File: config.mk
export PLATFORM = sky130hd
export DESIGN_NAME = mlp_layer_sequencer
export DESIGN_NICKNAME = d
export VERILOG_FILES = /design/src/rtl/mlp_layer_sequencer.sv
export SDC_FILE = /design/constraint.sdc
export NUM_CORES = 1
export LEC_CHECK = 0
export BUFFER_PORTS_ARGS = -buffer_cell sky130_fd_sc_hd__buf_2
export CAP_MARGIN = 10
export CORE_UTILIZATION = 47
export DETAILED_ROUTE_END_ITERATION = 6
export PLACE_DENSITY = 0.79
export SETUP_SLACK_MARGIN = 0.1
export SYNTH_ARGS = -nofsm -noshare
export SYNTH_HDL_FRONTEND = slang
export SYNTH_SLANG_ARGS = --single-unit
File: constraint.sdc
create_clock -name clk -period 2.62 [get_ports clk]
set_clock_uncertainty 0.15 [all_clocks]
set_input_delay 0.131 -clock clk [delete_from_list [all_inputs] [get_ports clk]]
set_output_delay 0.131 -clock clk [all_outputs]
set_load 0.02 [all_outputs]
File: src/rtl/mlp_layer_sequencer.sv
// Dense-layer sequencer: runs one shared dot-product engine once per output node and gathers the results.
// Define SEQ_TIMEOUT_EN to enable the engine watchdog that drives err_o; without it err_o is tied low.
module mlp_layer_sequencer #(
  parameter int N_IN    = 2,
  parameter int N_OUT   = 4,
  parameter int DW      = 16,
  parameter int TIMEOUT = 255
) (
  input  logic                      clk,
  input  logic                      reset_n,
  input  logic                      start_i,
  input  logic [N_IN*DW-1:0]        in_vec_i,
  input  logic [N_OUT*N_IN*DW-1:0]  w_mat_i,
  output logic                      busy_o,
  output logic                      done_o,
  output logic [N_OUT*DW-1:0]       out_vec_o,
  output logic                      eng_start_o,
  output logic [N_IN*DW-1:0]        eng_in_o,
  output logic [N_IN*DW-1:0]        eng_w_o,
  input  logic                      eng_ready_i,
  input  logic [DW-1:0]             eng_result_i,
  output logic                      err_o
);

  // state      | meaning
  // S_IDLE     | waiting for start_i
  // S_ISSUE    | waiting for engine ready, then pulse eng_start_o
  // S_WAIT_ACK | waiting for engine to drop ready (job accepted)
  // S_WAIT_RES | waiting for engine ready again (result valid)
  // S_FINISH   | done_o pulse, out_vec_o already holds the new layer vector
  typedef enum logic [2:0] {S_IDLE, S_ISSUE, S_WAIT_ACK, S_WAIT_RES, S_FINISH} state_t;

  localparam int JW = (N_OUT > 1) ? $clog2(N_OUT) : 1;

  state_t                     state_q, state_d;
  logic [N_IN*DW-1:0]         in_q, in_d;
  logic [N_OUT*N_IN*DW-1:0]   w_q, w_d;
  logic [JW-1:0]              j_q, j_d;
  logic [N_OUT*DW-1:0]        buf_q, buf_d;
  logic [N_OUT*DW-1:0]        out_q, out_d;
  logic                       err_q, err_d;
  logic                       timeout;

`ifdef SEQ_TIMEOUT_EN
  localparam int CW = $clog2(TIMEOUT + 1);
  logic [CW-1:0] cnt_q, cnt_d;
  logic          waiting;

  assign waiting = (state_q == S_WAIT_ACK) || (state_q == S_WAIT_RES);
  assign timeout = waiting && (cnt_q == CW'(TIMEOUT - 1));

  // Counts cycles spent in the current wait state; any state change restarts it.
  always_comb begin
    cnt_d = '0;
    if (waiting && (state_d == state_q)) cnt_d = cnt_q + 1'b1;
  end

  always_ff @(posedge clk) begin
    if (!reset_n) cnt_q <= '0;
    else          cnt_q <= cnt_d;
  end
`else
  assign timeout = 1'b0;
`endif

  always_comb begin
    state_d     = state_q;
    in_d        = in_q;
    w_d         = w_q;
    j_d         = j_q;
    buf_d       = buf_q;
    out_d       = out_q;
    err_d       = err_q;
    eng_start_o = 1'b0;
    case (state_q)
      S_IDLE: begin
        if (start_i) begin
          in_d    = in_vec_i;
          w_d     = w_mat_i;
          j_d     = '0;
          err_d   = 1'b0;
          state_d = S_ISSUE;
        end
      end
      S_ISSUE: begin
        if (eng_ready_i) begin
          eng_start_o = 1'b1;
          state_d     = S_WAIT_ACK;
        end
      end
      S_WAIT_ACK: begin
        if (timeout) begin
          err_d   = 1'b1;
          state_d = S_IDLE;
        end else if (!eng_ready_i) begin
          state_d = S_WAIT_RES;
        end
      end
      S_WAIT_RES: begin
        if (timeout) begin
          err_d   = 1'b1;
          state_d = S_IDLE;
        end else if (eng_ready_i) begin
          buf_d[j_q*DW +: DW] = eng_result_i;
          if (j_q == JW'(N_OUT - 1)) begin
            // Publish on entry to FINISH so out_vec_o is valid alongside done_o.
            out_d   = buf_d;
            state_d = S_FINISH;
          end else begin
            j_d     = j_q + 1'b1;
            state_d = S_ISSUE;
          end
        end
      end
      S_FINISH: state_d = S_IDLE;
      default:  state_d = S_IDLE;
    endcase
  end

  always_ff @(posedge clk) begin
    if (!reset_n) begin
      state_q <= S_IDLE;
      in_q    <= '0;
      w_q     <= '0;
      j_q     <= '0;
      buf_q   <= '0;
      out_q   <= '0;
      err_q   <= 1'b0;
    end else begin
      state_q <= state_d;
      in_q    <= in_d;
      w_q     <= w_d;
      j_q     <= j_d;
      buf_q   <= buf_d;
      out_q   <= out_d;
      err_q   <= err_d;
    end
  end

  assign busy_o    = (state_q != S_IDLE);
  assign done_o    = (state_q == S_FINISH);
  assign out_vec_o = out_q;
  assign eng_in_o  = in_q;
  assign eng_w_o   = w_q[j_q*N_IN*DW +: N_IN*DW];
  assign err_o     = err_q;

endmodule

== Word-level counts from Yosys, hierarchy flattened ==
Cells that the tools add are included.

* Flip-flop bits (word level): 293
* Word-level logic and storage cells: 42
* Bits of input ports: 180

* Equal/unequal tests: 10
* Reductions and logical operators: 8
* Shift operators: 3
* $add $sub $neg: 2
* Muxes and demuxes: 13

{| class="wikitable"
|+ Operators by type and width
! operator !! number
|-
| $shiftx 128x8->32 || 1
|-
| $bwmux 64 || 1
|-
| $shift 16x34->64 const A || 1
|-
| $shiftx 16x34->64 || 1
|-
| $neg 6->34 || 1
|-
| $mux 3 || 5
|-
| $pmux 3 s4 || 1
|-
| $ne 2x2->1 const B || 5
|-
| $reduce_and 4->1 || 2
|-
| $eq 3x2->1 const B || 2
|-
| $mux 2 || 3
|-
| $pmux 2 s2 || 1
|-
| $reduce_and 2->1 || 2
|-
| $eq 3x1->1 const B || 1
|-
| $eq 3x3->1 const B || 1
|-
| $logic_not 3->1 || 1
|-
| $reduce_and 3->1 || 1
|-
| $reduce_bool 3->1 || 1
|-
| $add 2x1->2 const B || 1
|-
| $eq 2x2->1 const B || 1
|-
| $mux 1 || 2
|-
| $reduce_bool 2->1 || 1
|}

== Longest topological paths before layout ==
* Depth in word-level cells: 4
* Mapped depth: 10

== Least setup slack after synthesis ==
No wires, ideal clock.

* Path type: register -> register
* Start: register j_q[1]
* End: register buf_q[36]
* Setup time: 75 ps
* Setup slack: 134 ps
* Data required time: 2395 ps
* Period minus slack after synthesis: 2486 ps
* Buffers on the path: 4
* Arrival: 2261 ps
* Cell stages (with the launch flop): 10
* Cells stage by stage: dfxtp_1 -> clkbuf_1 -> buf_1 -> inv_1 -> ha_1 -> buf_2 -> nor3b_4 -> nand3_1 -> clkbuf_1 -> o22ai_1

* Word-level cells in the longest chain between the ends: 3
* Elaborated cells on any way between the ends: 4
* Classes of those cells: add/sub (1); shift (2); mux (1)

{| class="wikitable"
|+ RTL lines
! what !! RTL line !! RTL
|-
| start: declaration || 38 || <nowiki>logic [JW-1:0] j_q, j_d;</nowiki>
|-
| start signal: assignment || 133 || <nowiki>j_q <= j_d;</nowiki>
|-
| $neg 6->34 (*) || 104 || <nowiki>buf_d[j_q*DW +: DW] = eng_result_i;</nowiki>
|-
| $shiftx 16x34->64 or $shift 16x34->64 (tied branches) || 104 ||
|-
| $bwmux 64 (*) || 104 ||
|-
| end signal: assignment || 134 || <nowiki>buf_q <= buf_d;</nowiki>
|-
| end: declaration || 39 || <nowiki>logic [N_OUT*DW-1:0] buf_q, buf_d;</nowiki>
|}

Mark *: on every way between the ends. The rest lies on a longest branch, timed or not.
A chain may end at the register's enable or synchronous reset.

== Final worst setup path ==
* Start: register state_q[0]
* End: register w_q[39]

* Word-level cells in the longest chain between the ends: 2

{| class="wikitable"
|+ RTL lines
! what !! RTL line !! RTL
|-
| start: declaration || 35 || <nowiki>state_t state_q, state_d;</nowiki>
|-
| start signal: assignment || 130 || <nowiki>state_q <= state_d;</nowiki>
|-
| $logic_not 3->1 || 75 || <nowiki>case (state_q)</nowiki>
|-
| $reduce_and 2->1 (no line) || n/a ||
|-
| end signal: assignment || 132 || <nowiki>w_q <= w_d;</nowiki>
|-
| end: declaration || 37 || <nowiki>logic [N_OUT*N_IN*DW-1:0] w_q, w_d;</nowiki>
|}

Every way passes these cells.

==> flow_summary.yaml <==
floorplan:
  chipWidth_um: 157
  rows: 56
  dieArea_um2: 24700
  die_y_um: 157
  core_area_um2: 23500
  ios: 312
  start_util: 0.481
sta:
  period_share: 0.945
  whs_ps: 221
  worstMarginPinSlew_ps: 784
  hold_viol_final: 0
  maxSlewHeadroom: 0.477
  fmax_mhz: 404
  finalSetupTns_ps: 0
  rsz0062_at_grt: "yes"
  fin_crit_ps: 2480
  setup_violations: 0
  drv_slew: 0
global_route:
  grt_pass1_vias: 12100
  antenna_found_initial: 5
  grt.total_usage: 0.320
  grt_pass1_wl_um: 62200
  grt_overflow: 0
  grt_max_degree: 81
run_status:
  status: "finished, final reports clean"
logic_synthesis:
  synth_fp_nets: 1507
  ys.flop_type: "dfxtp_1"
  yosys.area.top_type: "dfxtp_1"
  netlist_instances: 1322
  synth_warnings: 0
  synth_area_leaders: "dfxtp_1, nand2_1, a21oi_1"
  synth_area_um2: 11300
  synth_edf_count: 0
  synth_most_common_cell: "nand2_1"
  async_flop_share: 0
  ys_seq_area_frac: 0.489
  yosysTopAreaCellShare: 0.489
  synth_commonest_cells: "nand2_1, dfxtp_1, a21oi_1, clkbuf_1, o22ai_1"
  ys_types: 39
  ys_seq_elements: 277
  avgSynthCellArea_um2: 8.57
placement:
  io_buffer_count: 310
  gp_congestion: 0.894
  dpl_cell_area_um2: 13000
  dp_hpwl_um: 21200
pwr:
  p_comb_frac: 0.134
  p_leak_nw: 6.70
  power_density_nw_per_um2: 636
  p_seq_frac: 0.442
  pwr-share-clk: 0.424
  peakVddDrop_mv: 0.629
  netSwitchingFraction: 0.258
  p_int_w: 0.00761
  p_switching_w: 0.00265
drt:
  met1_length_um: 15000
  wl_met2_um: 19400
  wl_met3_um: 3440
  viasPerCell: 5.79
  via_count: 12300
  dr.pass1.iters: 7
  drt_iter0_markers: 1596
  highest_layer: "met5"
  ant_nets: 0
  wire_per_inst_um: 19.1
  remaining_drc_errors: 0
  wirelength_um: 40500
cts:
  clockRootBuffer: "clkbuf_16"
  cts_max_level: 1
  cts_max_path_buffers: 3
  clkSinkCount: 277
  clk_pin_slew_ps: 60
  numCtsBuffers: 29
  cts_tree: "built"
  clkLatencyLatePin_ps: 540
critical_path:
  end_kind: "register"
  crit_buf_inv: 3
  crit_family: "buffers and inverters"
  reg2reg_slack_ps: 140
  crit_slowest_cell: "dlygate4sd3_1"
  max_stage_delay_ps: 610
  crit_fanout: 70
  cp.arrival_ps: 2800
  cp_data_required_time_ps: 2950
  start_kind: "register"
  criticalPathCategory: "reg2reg"
  path_cells: "nor4b_4 > buf_4 > buf_12 > nand2_1 > a21oi_1 > dlygate4sd3_1"
run:
  drv_cap: 0
final_layout:
  fillCellCount: 1616
  final_nets: 1962
  final_cell_area_um2: 16100
  drive_gt1_frac: 0.243
  area_growth_syn_to_layout_pct: 42.3
worst_hold_path:
  hold_class: "in2reg"
cell usage in the layout, fill, tap and decap left out, types with 2 or more instances in the layout:
master / n
a21oi_1: 241
dfxtp_2: 2
diode_2: 4
clkbuf_8: 6
clkinv_2: 3
nor2b_1: 18
nor2_1: 3
buf_2: 310
dlygate4sd3_1: 207
and3b_1: 2
inv_1: 3
a41o_1: 16
buf_4: 25
nand2_1: 404
clkinvlp_4: 2
nand2b_1: 33
a211oi_1: 16
mux2i_1: 4
mux4_2: 32
buf_12: 9
clkbuf_1: 6
inv_6: 2
nand3_1: 36
clkbuf_16: 29
nand4_1: 2
ha_1: 4
and3_1: 2
dfxtp_1: 275
o22ai_1: 46
and2_1: 3
a311oi_1: 32
bufinv_16: 4
final timing paths:
kind                                               start                  endpoint  depth (start not counted)
worst min-delay path                         w_mat_i[34]      w_q[34]$_SDFFE_PN0P_                          4
worst max-delay path             state_q[0]$_SDFFE_PN0P_      w_q[39]$_SDFFE_PN0P_                          6
worst min register to register  eng_in_o[6]$_SDFFE_PN0P_  eng_in_o[6]$_SDFFE_PN0P_                          2
worst max register to register   state_q[0]$_SDFFE_PN0P_      w_q[39]$_SDFFE_PN0P_                          6
sequential cells by signal (all words and copies together) (netlist names):
register,cells
j_q,2
eng_in_o,32
buf_q,48
state_q,3
w_q,128
out_vec_o,64
worst min-delay path: stages:
cell	delay (ps)
dlygate4sd3_1	520
buf_2	90
nand2_1	40
a21oi_1	100
metrics by stage:
| step | util | power, W | setup WS (ps) | std cells |
|---|---|---|---|---|
| after detailed placement | 0.552 | 0.00561 | 235 | 1854 |
| after global placement | 0.552 | 0.00559 | 365 | 1854 |
| final | 0.685 | 0.0103 | 144 | 2121 |
| after global routing | 0.685 | 0.0106 | 77.9 | 2120 |
| after floorplan | - | 0.00525 | 134 | 1322 |
| after CTS | 0.683 | 0.0101 | 133 | 2113 |
cell families (layout without fill, tap and decap cells):
family | Yosys count | in the layout | share of synthesized area
other cells | 1 | 5 | 0.000331
xor+xnor | 1 | 1 | 0.000773
simple gates | 516 | 517 | 0.196
flops | 277 | 277 | 0.489
buf+inv | 133 | 608 | 0.0588
fa+ha+maj | 5 | 5 | 0.00552
compound gates | 353 | 353 | 0.182
mux | 36 | 36 | 0.0671
what timing repair did:
action | CTS | global route
setup endpoints to repair | 32 | 54
pin swaps | 0 | 1
endpoints found under the hold margin | 276 | 0
cloned | 0 | 1
hold buffers | 207 | 0
resized for setup | 2 | 3
buffers inserted | 0 | 3
power by group through the flow:
| stage | combinational, W | clock (W) | sequential (W) |
|---|---|---|---|
| floorplan | 0.000646 | 0 | 0.00461 |
| global placement | 0.000994 | 0 | 0.00459 |
| detailed placement | 0.00101 | 0 | 0.00460 |
| CTS | 0.00127 | 0.00435 | 0.00451 |
| global route | 0.00147 | 0.00454 | 0.00455 |
| finish | 0.00137 | 0.00435 | 0.00454 |
layout make-up:
type | count | area (um^2) | share of cell area
repair buffers | 552 | 4000 | 0.248
flip-flops and latches | 277 | 5550 | 0.344
inverters | 4 | 20.0 | 0.00124
clock inverters | 11 | 168 | 0.0104
diodes | 4 | 10.0 | 0.000621
clock buffers | 41 | 831 | 0.0515
well taps | 319 | 399 | 0.0247
multi-input cells | 913 | 5150 | 0.319
routing by layer:
metal / global-route usage / vias to the layer above
li1: - / 5488
met1: 0.367 / 5726
met2: 0.534 / 830
met3: 0.0776 / 240
met4: 0.202 / 2
met5: 0 / -
Power figures use the tool's default switching activity.
